### src/rtl/elevator_scheduler.sv
// LOOK-policy request scheduler driving the elevator's target/stop inputs.
// Define ELEVATOR_SCHED_HOLD_EN to add the door_hold input that extends the door interval.
module elevator_scheduler #(
   parameter int DOOR_CYCLES = 4
) (
   input  logic       clk,
   input  logic       rst,
   input  logic [3:0] call_req,
`ifdef ELEVATOR_SCHED_HOLD_EN
   input  logic       door_hold,
`endif
   input  logic [1:0] floor,
   output logic [1:0] target,
   output logic       stop,
   output logic       door_open,
   output logic       dir_up,
   output logic [3:0] pending,
   output logic       busy
);

   typedef enum logic [1:0] {IDLE, MOVE, DOOR} state_t;

   localparam logic [3:0] DOOR_LOAD = 4'(DOOR_CYCLES - 1);

   state_t     state_reg, state_next;
   logic [1:0] target_reg, target_next;
   logic       stop_reg, stop_next;
   logic       door_reg, door_next;
   logic       dir_reg, dir_next;
   logic [3:0] pending_reg, pending_next;
   logic       busy_reg, busy_next;
   logic [3:0] timer_reg, timer_next;

   logic       hold_req;
   logic [3:0] floor_onehot;
   logic [3:0] above, below;
   logic       up_found, down_found;
   logic [1:0] up_sel, down_sel;
   logic [3:0] set_mask, clr_mask;

`ifdef ELEVATOR_SCHED_HOLD_EN
   assign hold_req = door_hold;
`else
   assign hold_req = 1'b0;
`endif

   assign floor_onehot = 4'b0001 << floor;

   // Pending calls strictly above / below the reported floor.
   generate
      for (genvar gi = 0; gi < 4; gi++) begin : g_side
         assign above[gi] = pending_reg[gi] && (2'(gi) > floor);
         assign below[gi] = pending_reg[gi] && (2'(gi) < floor);
      end
   endgenerate

   assign up_found   = |above;
   assign down_found = |below;
   assign up_sel     = above[1] ? 2'd1 : (above[2] ? 2'd2 : 2'd3);
   assign down_sel   = below[2] ? 2'd2 : (below[1] ? 2'd1 : 2'd0);

   always_comb begin
      state_next  = state_reg;
      target_next = target_reg;
      stop_next   = stop_reg;
      door_next   = door_reg;
      dir_next    = dir_reg;
      timer_next  = timer_reg;
      clr_mask    = 4'b0000;
      // A same-floor call during DOOR extends the door instead of latching.
      set_mask    = (state_reg == DOOR) ? (call_req & ~floor_onehot) : call_req;

      case (state_reg)
         IDLE: begin
            target_next = floor;
            stop_next   = 1'b1;
            if (pending_reg[floor]) begin
               state_next = DOOR;
               door_next  = 1'b1;
               clr_mask   = floor_onehot;
               timer_next = DOOR_LOAD;
            end else if (dir_reg ? up_found : down_found) begin
               target_next = dir_reg ? up_sel : down_sel;
               stop_next   = 1'b0;
               state_next  = MOVE;
            end else if (dir_reg ? down_found : up_found) begin
               dir_next    = ~dir_reg;
               target_next = dir_reg ? down_sel : up_sel;
               stop_next   = 1'b0;
               state_next  = MOVE;
            end
         end
         MOVE: begin
            if (floor == target_reg) begin
               state_next = DOOR;
               stop_next  = 1'b1;
               door_next  = 1'b1;
               clr_mask   = floor_onehot;
               timer_next = DOOR_LOAD;
            end else if (dir_reg ? up_found : down_found) begin
               target_next = dir_reg ? up_sel : down_sel;
            end
         end
         DOOR: begin
            if (call_req[floor] || hold_req) begin
               timer_next = DOOR_LOAD;
            end else if (timer_reg == 4'd0) begin
               door_next   = 1'b0;
               target_next = floor;
               state_next  = IDLE;
            end else begin
               timer_next = timer_reg - 4'd1;
            end
         end
         default: begin
            state_next = IDLE;
            stop_next  = 1'b1;
            door_next  = 1'b0;
         end
      endcase

      // Clear wins over a simultaneous set on the same bit.
      pending_next = (pending_reg | set_mask) & ~clr_mask;
      busy_next    = (state_next != IDLE) || (pending_next != 4'b0000);
   end

   always_ff @(posedge clk or posedge rst) begin
      if (rst) begin
         state_reg   <= IDLE;
         target_reg  <= 2'd0;
         stop_reg    <= 1'b1;
         door_reg    <= 1'b0;
         dir_reg     <= 1'b1;
         pending_reg <= 4'b0000;
         busy_reg    <= 1'b0;
         timer_reg   <= 4'd0;
      end else begin
         state_reg   <= state_next;
         target_reg  <= target_next;
         stop_reg    <= stop_next;
         door_reg    <= door_next;
         dir_reg     <= dir_next;
         pending_reg <= pending_next;
         busy_reg    <= busy_next;
         timer_reg   <= timer_next;
      end
   end

   assign target    = target_reg;
   assign stop      = stop_reg;
   assign door_open = door_reg;
   assign dir_up    = dir_reg;
   assign pending   = pending_reg;
   assign busy      = busy_reg;

endmodule

### config.mk
export PLATFORM = sky130hd
export DESIGN_NAME = elevator_scheduler
export DESIGN_NICKNAME = d
export VERILOG_FILES = /design/src/rtl/elevator_scheduler.sv
export SDC_FILE = /design/constraint.sdc
export NUM_CORES = 1
export LEC_CHECK = 0
export ABC_AREA = 1
export CAP_MARGIN = 20
export CORE_ASPECT_RATIO = 0.6
export CORE_MARGIN = 4
export CORE_UTILIZATION = 45
export CTS_CLUSTER_DIAMETER = 50
export DETAILED_ROUTE_END_ITERATION = 8
export PLACE_DENSITY = 0.77
export SLEW_MARGIN = 20
export SYNTH_ARGS = -nofsm -noshare
export SYNTH_HDL_FRONTEND = slang
export SYNTH_SLANG_ARGS = --single-unit
### constraint.sdc
create_clock -name clk -period 1.85 [get_ports clk]
set_input_delay 0.37 -clock clk [delete_from_list [all_inputs] [get_ports clk]]
set_output_delay 0.37 -clock clk [all_outputs]
set_load 0.01 [all_outputs]
==> metrics.md <==
| Metric | Value |
|---|---|
| RSZ-0062 raised after global routing | `no` |
| First-pass GRT wire length | `6130 µm` |
| Max FO, Critical Path | `7` |
| Mapped Cells | `203` |
| Comb power frac | `63.2%` |
| DR vias/cell | `5.03` |
| Syn Area/Cell | `7.25 µm²` |
| Initial antenna violation count | `0` |
| Root Driver | `clkbuf_8` |
| CP Data Arrival Time | `1.40 ns` |
| Flop pwr share | `25.6%` |
| EDFF count, synth | `0` |
| # rows | `15` |
| Syn Std Cell Area | `1470 µm²` |
| Initial core utilization | `49.0%` |
| Clk Latency, worst-skew pair | `0.25 ns` |
| Global-route usage over all layers | `19.0%` |
| DP HPWL | `2880 µm` |
| Clock Path Buffers | `2` |
| Distinct cell type count after synthesis | `34` |
| Worst vdd ir | `0.000788 V` |
| # diodes | `0` |
| Layout Utilization | `64.9%` |
| Power density cells | `1390 nW/µm²` |
| Total CTS buffers | `3` |
| Startpoint types | `flip-flop` |
| CP Depth | `1` |
| CTS tree | `done` |
| Final slew viol count | `0` |
| Net Sw Power | `1.26 mW` |
| Min-Delay Path Class | `input port to asynchronous set/reset pin` |
| Post-route ant nets | `0` |
| FF-to-FF End | `busy$_DFF_PP0_` |
| Vias | `1434` |
| Nets | `258` |
| Relative slew slack | `60.2%` |
| CP cell instances | `clkdlybuf4s50_1` |
| Worst Path Buf+Inv | `1` |
| Worst reg2reg path depth | `11` |
| Crit path to | `dir_up` |
| Ys flop type | `dfrtp_1` |
| Largest stage delay on the critical path | `0.60 ns` |
| IO buf count | `17` |
| Net Sw Frac | `46.3%` |
| Area contributors post-synth | `dfrtp_1 24%, nand2_1 12%, inv_1 7.1%` |
| FF-to-FF setup slack | `0.17 ns` |
| Final hold viol count | `0` |
| Final setup violation count | `0` |
| Minimum clock period | `1.77 ns` |
| Fraction of layout cells with a size suffix above 1 | `30.9%` |
| Setup Skew | `0.00278 ns` |
| WS Path Type | `flip-flop to primary output` |
| Clk pin slew, worst setup/hold paths | `0.06 ns` |
| Sequential-to-total area share from yosys stat | `27.4%` |
| Outcome | `complete, no violations` |
| DR iter-0 viols | `110` |
| Asr flop ratio synth | `100%` |
| Internal power | `1.46 mW` |
| Sink Count | `16` |
| Share of the synthesized area in the top cell type | `23.8%` |
| R2R Path Start | `state_reg[0]$_DFF_PP0_` |
| Total wire length | `3690 µm` |
| WP data required | `1.48 ns` |
| Leakage power | `0.990 nW` |
| Crit. End Element | `primary output` |
| Core footprint | `3000 µm²` |
| Crit path max-delay cell type | `dfstp_2` |
| Clock share of power | `11.3%` |
| Flops & latches, synth | `16` |
| Vias in the first global route | `1282` |
| Total gr overflow | `0` |
| Largest net degree at the start of global routing | `18` |
| Die area | `4280 µm²` |
| Worst slew pin tran | `0.596 ns` |
| Die width | `81.9 µm` |
| Commonest non-fill, non-tap cell in the layout | `nand2_1` |
| First-pass iteration count of the detailed router | `4` |
| Period utilization | `95.7%` |
| Maxcap violations | `0` |
| Inst Count DP | `279` |
| Most frequent cells in the layout | `48 x nand2_1, 28 x inv_1, 21 x buf_4, 15 x clkdlybuf4s50_1, 14 x dfrtp_1` |
| Synth warnings | `0` |
| Synth area leader | `dfrtp_1` |
| Top delay family on crit path | `flip-flops` |
| GP Congestion | `0.908` |
| Synthesized net count | `217` |
| CTS H-tree lvls | `1` |
| Layout Cells excl Fill | `285` |
| Filler Cells Inserted | `263` |
| Wirelength per Cell | `12.9 µm` |
| Worst Setup SP | `dir_up$_DFFE_PP1P_` |
| Drt drc | `0` |
| I/O pin count | `18` |
| Max Clk Rate | `0.565 GHz` |
| Overall die height | `52.3 µm` |
| Area grow syn2layout | `32.4%` |
[worst min path at each step]
stage	slack [ns]	endpoint	from	cells after the start
after global placement	0.49	door_open$_DFFE_PP0P_	door_open$_DFFE_PP0P_	2
after global routing	0.53	timer_reg[2]$_DFFE_PP0P_	rst	2
after CTS	0.50	timer_reg[0]$_DFFE_PP0P_	rst	2
final	0.48	timer_reg[0]$_DFFE_PP0P_	rst	2
after detailed placement	0.50	door_open$_DFFE_PP0P_	door_open$_DFFE_PP0P_	2
after floorplan	0.28	busy$_DFF_PP0_	rst	1
[power groups by stage]
stage               Clock, mW  Combinational (mW)  Sequential, mW
finish                  0.306                1.72           0.694
CTS                     0.317                1.68           0.689
global placement            0                1.65           0.689
detailed placement          0                1.66           0.693
floorplan                   0                1.07           0.690
global route            0.344                1.92           0.721
[synthesized netlist by cell type (5+ instances only)]
| cell type | n |
|---|---|
| nand3_1 | 13 |
| o21ai_0 | 7 |
| inv_2 | 6 |
| inv_1 | 28 |
| nand2_1 | 49 |
| dfrtp_1 | 14 |
| a21oi_1 | 5 |
| nand4_1 | 8 |
| nand2_2 | 11 |
| o21ai_1 | 6 |
| nor2_1 | 9 |
| o211ai_1 | 5 |
| ha_1 | 6 |
[final cells by class]
class | instances | area, µm² | share of cell area [%]
multi-input combinational | 148 | 922 | 47.3
sequential | 16 | 403 | 20.7
timing repair buffer | 41 | 389 | 20.0
inverter | 34 | 128 | 6.55
clock buffer | 4 | 55.1 | 2.82
tap | 42 | 52.6 | 2.70
[repair_timing]
action	in CTS	in global routing
hold buffers	0	0
buffers inserted	0	1
setup endpoints to repair	0	5
hold endpoints to repair	0	0
resized for setup	0	12
[layer usage]
metal / GRT usage [%] / routed length, µm
met5: 0 / 0
met4: 5.52 / 68
met3: 4.64 / 314
met2: 23.2 / 1380
met1: 30.9 / 1920
[per-stage QoR]
step	area [µm²]	setup TNS [ns]	worst slack (ns)	hold slack (ns)	total power, mW
after floorplan	1470	0	0.321	0.282	1.76
after global placement	1830	-1.36	-0.168	0.490	2.34
after detailed placement	1830	-1.66	-0.216	0.497	2.36
after CTS	1890	0	0.0296	0.501	2.69
after global routing	1950	0	0.0193	0.533	2.98
final	1950	0	0.0801	0.484	2.72
[cell families (layout without fill, tap and decap cells)]
logic type	Yosys count	count (layout)	synth area share, %
AO/OA/AOI/OAI	29	29	12.1
XOR/XNOR	3	3	1.78
adder cells (fa/ha/maj)	6	6	5.10
buffers and inverters	39	79	11.6
flip-flops	16	16	27.4
AND/OR/NAND/NOR	110	110	42.1
No activity file was read; power rests on OpenSTA's default activity.
